$ cat config.mk
export PLATFORM = sky130hd
export DESIGN_NAME = com_emitter
export DESIGN_NICKNAME = d
export VERILOG_FILES = /design/src/rtl/com_emitter.sv
export SDC_FILE = /design/constraint.sdc
export NUM_CORES = 1
export LEC_CHECK = 0
export CAP_MARGIN = 30
export CORE_ASPECT_RATIO = 0.75
export CORE_MARGIN = 3
export CORE_UTILIZATION = 48
export DETAILED_ROUTE_END_ITERATION = 7
export PLACE_DENSITY = 0.87
export SLEW_MARGIN = 5
export SYNTH_ARGS = -nofsm -noshare
export SYNTH_HDL_FRONTEND = slang
export SYNTH_SLANG_ARGS = --single-unit
$ cat constraint.sdc
create_clock -name clk -period 7.29 [get_ports clk]
set_input_delay 1.458 -clock clk [delete_from_list [all_inputs] [get_ports clk]]
set_output_delay 1.458 -clock clk [all_outputs]
set_load 0.02 [all_outputs]
$ cat src/rtl/com_emitter.sv
// com_emitter: copies a run of ARM instruction templates from the template ROM
// into code memory at an auto-incrementing code pointer, optionally patching
// one word with an immediate (OR) or a PC-relative branch offset.
module com_emitter #(
    parameter int ROM_AW  = 7,
    parameter int WORD_W  = 32,
    parameter int CODE_AW = 12
) (
    input  logic               clk,
    input  logic               rst_n,
    input  logic               req_valid,
    output logic               req_ready,
    input  logic [ROM_AW-1:0]  req_base,
    input  logic [2:0]         req_len,
    input  logic [1:0]         req_pmode,
    input  logic [2:0]         req_pidx,
    input  logic [CODE_AW-1:0] req_imm,
    output logic [ROM_AW-1:0]  rom_addr,
    input  logic [WORD_W-1:0]  rom_data,
    output logic               code_we,
    input  logic               code_ready,
    output logic [CODE_AW-1:0] code_addr,
    output logic [WORD_W-1:0]  code_wdata,
    input  logic               pc_load,
    input  logic [CODE_AW-1:0] pc_load_val,
    output logic [CODE_AW-1:0] cur_pc,
    output logic               done,
    output logic               err
);

    // Branch offset field below the ARM condition/opcode byte.
    localparam int OFF_W = WORD_W - 8;

    typedef enum logic {IDLE, EMIT} state_t;

    state_t             state_reg, state_next;
    logic [CODE_AW-1:0] pc_reg, pc_next;
    logic [2:0]         idx_reg, idx_next;
    logic [ROM_AW-1:0]  base_reg, base_next;
    logic [2:0]         len_reg, len_next;
    logic [1:0]         pmode_reg, pmode_next;
    logic [2:0]         pidx_reg, pidx_next;
    logic [CODE_AW-1:0] imm_reg, imm_next;
    logic               err_reg, err_next;
    logic               done_reg, done_next;

    // One extra bit catches a run that walks off the end of the ROM.
    logic [ROM_AW:0]    rom_sum;
    logic               err_now;
    logic [WORD_W-1:0]  imm_word;
    logic [OFF_W-1:0]   br_off;

    assign rom_sum  = {1'b0, base_reg} + {{(ROM_AW - 2){1'b0}}, idx_reg};
    assign rom_addr = rom_sum[ROM_AW-1:0];
    assign err_now  = rom_sum[ROM_AW] || (rom_data == {WORD_W{1'b1}});

    // Immediate for OR-patching: at most the low 12 bits, zero-filled above.
    for (genvar gi = 0; gi < WORD_W; gi++) begin : g_imm
        if (gi < 12 && gi < CODE_AW) begin : g_bit
            assign imm_word[gi] = imm_reg[gi];
        end else begin : g_zero
            assign imm_word[gi] = 1'b0;
        end
    end

    // ARM branches are relative to PC+8, i.e. two words ahead of this word.
    assign br_off = OFF_W'(imm_reg) - OFF_W'(pc_reg) - OFF_W'(2);

    // Patch the current template word when it is the selected one.
    always_comb begin
        code_wdata = rom_data;
        if (idx_reg == pidx_reg) begin
            case (pmode_reg)
                2'd1:    code_wdata = rom_data | imm_word;
                2'd2:    code_wdata = {rom_data[WORD_W-1:OFF_W], br_off};
                default: code_wdata = rom_data;
            endcase
        end
    end

    assign req_ready = (state_reg == IDLE);
    assign code_addr = pc_reg;
    assign cur_pc    = pc_reg;
    assign done      = done_reg;
    assign err       = err_reg;

    // Next-state and write-offer logic.
    always_comb begin
        state_next = state_reg;
        pc_next    = pc_reg;
        idx_next   = idx_reg;
        base_next  = base_reg;
        len_next   = len_reg;
        pmode_next = pmode_reg;
        pidx_next  = pidx_reg;
        imm_next   = imm_reg;
        err_next   = err_reg;
        done_next  = 1'b0;
        code_we    = 1'b0;
        case (state_reg)
            IDLE: begin
                if (pc_load) begin
                    pc_next = pc_load_val;
                end
                if (req_valid) begin
                    base_next  = req_base;
                    len_next   = req_len;
                    pmode_next = req_pmode;
                    pidx_next  = req_pidx;
                    imm_next   = req_imm;
                    idx_next   = 3'd0;
                    err_next   = 1'b0;
                    if (req_len == 3'd0) begin
                        done_next = 1'b1;
                    end else begin
                        state_next = EMIT;
                    end
                end
            end
            EMIT: begin
                if (err_now) begin
                    // Abandon the run; earlier words stay, pc is not rewound.
                    err_next   = 1'b1;
                    done_next  = 1'b1;
                    state_next = IDLE;
                end else begin
                    code_we = 1'b1;
                    if (code_ready) begin
                        pc_next  = pc_reg + CODE_AW'(1);
                        idx_next = idx_reg + 3'd1;
                        if (idx_reg == len_reg - 3'd1) begin
                            done_next  = 1'b1;
                            state_next = IDLE;
                        end
                    end
                end
            end
            default: state_next = IDLE;
        endcase
    end

    // State register with synchronous active-low reset.
    always_ff @(posedge clk) begin
        if (!rst_n) begin
            state_reg <= IDLE;
            pc_reg    <= '0;
            idx_reg   <= '0;
            base_reg  <= '0;
            len_reg   <= '0;
            pmode_reg <= '0;
            pidx_reg  <= '0;
            imm_reg   <= '0;
            err_reg   <= 1'b0;
            done_reg  <= 1'b0;
        end else begin
            state_reg <= state_next;
            pc_reg    <= pc_next;
            idx_reg   <= idx_next;
            base_reg  <= base_next;
            len_reg   <= len_next;
            pmode_reg <= pmode_next;
            pidx_reg  <= pidx_next;
            imm_reg   <= imm_next;
            err_reg   <= err_next;
            done_reg  <= done_next;
        end
    end

endmodule
**Yosys cells after proc, flatten, opt, wreduce, memory -nomap -nowiden**

Index checks and enable logic that the tools add are counted.

- Bitwise gates (word level): 2
- Add/subtract/negate cells: 6
- Multiplexer cells: 27
- Reduce and logical (&&, ||, !) cells: 6
- Equality and inequality tests: 10

Operator list:

| operator | number |
|---|---|
| 32-bit case mux with 2 select lines | 1 |
| 12-bit two-way mux | 3 |
| 32-bit equality test, second input constant | 1 |
| 32-bit two-way mux | 1 |
| 32-bit by 12-bit OR with 32-bit output | 1 |
| 12-bit case mux with 2 select lines | 1 |
| 1-bit two-way mux | 14 |
| 13-bit by 3-bit subtractor with 14-bit output, second input constant | 1 |
| 12-bit by 12-bit subtractor with 13-bit output | 1 |
| 12-bit by 1-bit adder with 12-bit output, second input constant | 1 |
| 3-bit two-way mux | 3 |
| 7-bit by 3-bit adder with 8-bit output | 1 |
| 3-bit equality test | 2 |
| 2-bit inequality test, second input constant | 3 |
| 1-bit case mux with 2 select lines | 3 |
| 3-bit case mux with 2 select lines | 1 |
| 3-bit AND reduction | 2 |
| 2-bit by 1-bit inequality test with 1-bit output, second input constant | 2 |
| 2-bit AND reduction | 2 |
| 3-bit by 1-bit adder with 3-bit output, second input constant | 1 |
| 3-bit logical NOT | 1 |
| 3-bit by 1-bit subtractor with 3-bit output, second input constant | 1 |
| 2-bit by 1-bit equality test with 1-bit output, second input constant | 1 |
| 2-bit equality test, second input constant | 1 |
| other kinds (2) | 2 |

- Bits of input ports: 76
- Register bits: 45
- Word-level logic and storage cells: 61
- Output and inout port bits: 67

**Longest topological paths before layout**

- Depth in word-level cells: 6
- Gate-level depth with buffers: 12
- Gate-level depth less buffers: 11

**Worst setup path after synthesis**

OpenSTA, ideal clock, no wires.

- Path kind: register -> output
- Start point: register pc_reg[0], in the netlist code_addr[0]
- End point: output code_wdata[11]
- Cell stages (with the launch flop): 11
- Setup slack: 3087 ps
- Data arrival time: 2745 ps
- Path buffers: 0
- Cell sequence: dfxtp_1 ha_1 fa_1 nor2b_1 o31a_1 o21ai_1 a21boi_1 o2111a_2 or3b_1 xor2_1 o22ai_2

- Word-level cells in the longest chain between the ends: 4

Ends and longest elaborated chain:

| what | RTL line | text |
|---|---|---|
| start, declared | 37 | `logic [CODE_AW-1:0] pc_reg, pc_next;` |
| start signal, assigned | 157 | `pc_reg <= pc_next;` |
| 12-bit by 12-bit subtractor with 13-bit output | 67 | `assign br_off = OFF_W'(imm_reg) - OFF_W'(pc_reg) - OFF_W'(2);` |
| 13-bit by 3-bit subtractor with 14-bit output | 67 |  |
| 32-bit case mux with 2 select lines | 73 | `case (pmode_reg)` |
| 32-bit two-way mux | 72 | `if (idx_reg == pidx_reg) begin` |
| end, declared | 23 | `output logic [WORD_W-1:0] code_wdata,` |

Every way passes these cells.

**Worst setup path in the final report**

- Start point: register imm_reg[0]
- End point: output code_wdata[20]

- Word-level cells in the longest chain between the ends: 4

Ends and longest elaborated chain:

| what | RTL line | text |
|---|---|---|
| start, declared | 43 | `logic [CODE_AW-1:0] imm_reg, imm_next;` |
| start signal, assigned | 163 | `imm_reg <= imm_next;` |
| 12-bit by 12-bit subtractor with 13-bit output | 67 |  |
| 13-bit by 3-bit subtractor with 14-bit output | 67 |  |
| 32-bit case mux with 2 select lines | 73 |  |
| 32-bit two-way mux | 72 |  |

Every way passes these cells.

==> run metrics <==
status=completed; routed vias=3931; f_max=188 MHz; synthesized netlist cell count=496; most common library cells after synthesis=94 x nand2_1, 45 x dfxtp_1, 32 x a21oi_1, 28 x a21boi_0, 27 x inv_1; Worst EP required=5830 ps; final WL=11500 um; Reg clk slew, reported paths=100 ps; hold crit path type=flop to flop; worst rel slew slack=0.445; overall die area=8740 um2; final hold viol count=0; Final min period=5330 ps; Final Skew=12.9 ps; aggregate global-route resource usage=0.261; crit path launch=imm_reg[0]; Avg WL per Cell=16.3 um; sequential-to-total area share from yosys stat=0.246; Worst-Margin Slew=828 ps; mapped cell area=3670 um2; Antenna Cells=0; CTS root buffer=clkbuf_8; share of the synthesized area in the top cell type=0.246; synthesized net count=595; Slew Limit Fails=0; Final Hold Slack=479 ps; Layout area overhead=40.4%; r2r endpoint=code_addr[7]; initial antenna violation count=0; Final Setup Violations=0; worst hold start=base_reg[2]; PD cells=176 nW/um2; Crit. End Element=output port; post-synthesis mux area share=0.00273; Post-Synth Simple-Gate Area=0.253; Nets=706; Synth Area in Compound Gates=0.260; top-count cell post-synth=nand2_1; CTS tree=done; first-pass GRT wire length=18400 um; synth unique cells=60; vias in the first global route=3702; Synth Area in Adders=0.0825; worst vdd ir=0.000116 V; clock buffer depth=2; first-pass iteration count of the detailed router=6; Ys Warns=0; Worst EP arrival=3880 ps; critical path startpoint category=flop; synth top area cells=dfxtp_1 25%, nand2_1 9.6%, ha_1 7.2%, a21boi_0 5.7%, a21oi_1 4.4%; largest family of logic cells by synthesized area=compound AO/OA/AOI/OAI gates; Period Utilization, post-route=0.732; final core occ=0.726; syn avg cell area=7.40 um2; PortBufs=142; Starting Density=0.517; IO Pins=143; gpl congestion=0.968; number of flops mapped to enable cells by yosys=0; worst skew pair latency=300 ps; Synth Register Bits=45; Main synth FF type=dfxtp_1; Layout Cells excl Fill=706; R2R depth=9; pin count of the biggest net entering global routing=46; critical path type=flop to output port; Vias/cell=5.57; CTS Buf Count=5; H-tree Lvls=2; Worst R2R Start=idx_reg[1]; final antenna-violating net count=0; Final Total Pwr=907 uW; Core Area=7090 um2; static leakage=0.00203 uW; share of cells above drive strength 1=0.0493; # placed instances=697; setup slack, reg-to-reg=4460 ps; WHS Path Cells=2; hpwl dp=9070 um; Synth area leader=dfxtp_1; RSZ-0062 raised after global routing=no; Async S/R FF share, synth=0; CTS sink count=45; Post-route DRC=0; Max-Cap Viols=0; post_cts resized=0; row cnt=26; post-synthesis xor/xnor area fraction=0.0621; Die Ht=81.7 um; Die Span X=107 um; CP Max Fanout=11; hold_buf cts=0; crit path capture=code_wdata[20]; grt ovf=0; post-CTS setup buffers=0; setup_tns=0 ps; Iteration-0 DRC Markers=239
[through the flow]
step / cell area, um2 / setup WS, ps
finish: 5150 / 1960
detailed placement: 5000 / 2220
CTS: 5120 / 1950
floorplan: 3670 / 3090
global route: 5150 / 1600
global placement: 4990 / 2230
[report_power, final]
part           total [uW]  internal, uW  switching (uW)
combinational         423           202             222
sequential            284           262            21.8
clock                 200           105            94.9
[routing by layer]
| metal | global-route usage | wire length (um) |
|---|---|---|
| met5 | 0 | 0 |
| met4 | 0.0358 | 106 |
| met3 | 0.0613 | 1140 |
| met2 | 0.428 | 5020 |
| met1 | 0.361 | 5210 |
[how the worst min path moves through the flow]
stage | end
after floorplan | len_reg[1]
after global placement | len_reg[1]
after detailed placement | base_reg[2]
after CTS | base_reg[2]
after global routing | base_reg[2]
final | base_reg[2]
[critical path: stages, from the launching register on]
cell and delay, ps:
dfxtp_1 410, inv_1 60, ha_1 230, fa_1 420, nor2b_1 160, o31a_1 240, o21ai_1 100, nor3b_2 190
o2111a_2 290, nor4b_1 150, o21bai_1 630, nand2_1 110, clkdlybuf4s50_1 580
[cells by family after synthesis]
logic type / Yosys count
adders and majority gates: 23
buffers and inverters: 69
xor gates and xnor gates: 26
muxes: 1
and+or+nand+nor: 194
DFF: 45
AOI/OAI and AO/OA: 138
[placed cells by master, fill, tap and decap left out, types with 2 or more instances in the layout]
cell type	Yosys	routed
o21ai_1	4	4
nor4_2	1	2
nand2_1	94	94
buf_4	20	2
nor2_1	23	23
ha_1	21	21
and2_1	13	13
or3_1	2	2
nor3_1	11	11
xnor2_1	16	16
inv_1	27	27
o21a_1	7	7
nor2b_1	10	9
nor4_1	3	2
xor2_1	10	10
a21oi_2	2	2
clkbuf_8	0	5
fa_1	2	2
nand4_1	8	8
clkdlybuf4s50_1	0	142
nand3_1	10	10
or2_2	2	2
or4_1	2	2
o211ai_1	2	2
a2bb2oi_1	3	3
o31a_1	2	2
and3_1	6	6
a21oi_1	32	32
o21ba_2	2	2
dfxtp_1	45	45
a21boi_0	28	28
a21o_1	3	3
nand2b_1	3	3
a211oi_1	2	2
a31oi_1	4	4
o21ai_0	21	21
o22ai_1	10	10
or3b_1	2	2
[area by class of cell]
type / instances / area [um2]
clock inverter: 3 / 50.0
clock buffer: 5 / 68.8
sequential: 45 / 901
tap: 98 / 123
fill: 576 / 1940
timing repair buffer: 146 / 1480
inverter: 27 / 101
multi-input combinational: 382 / 2430
No activity file was read; power rests on OpenSTA's default activity.
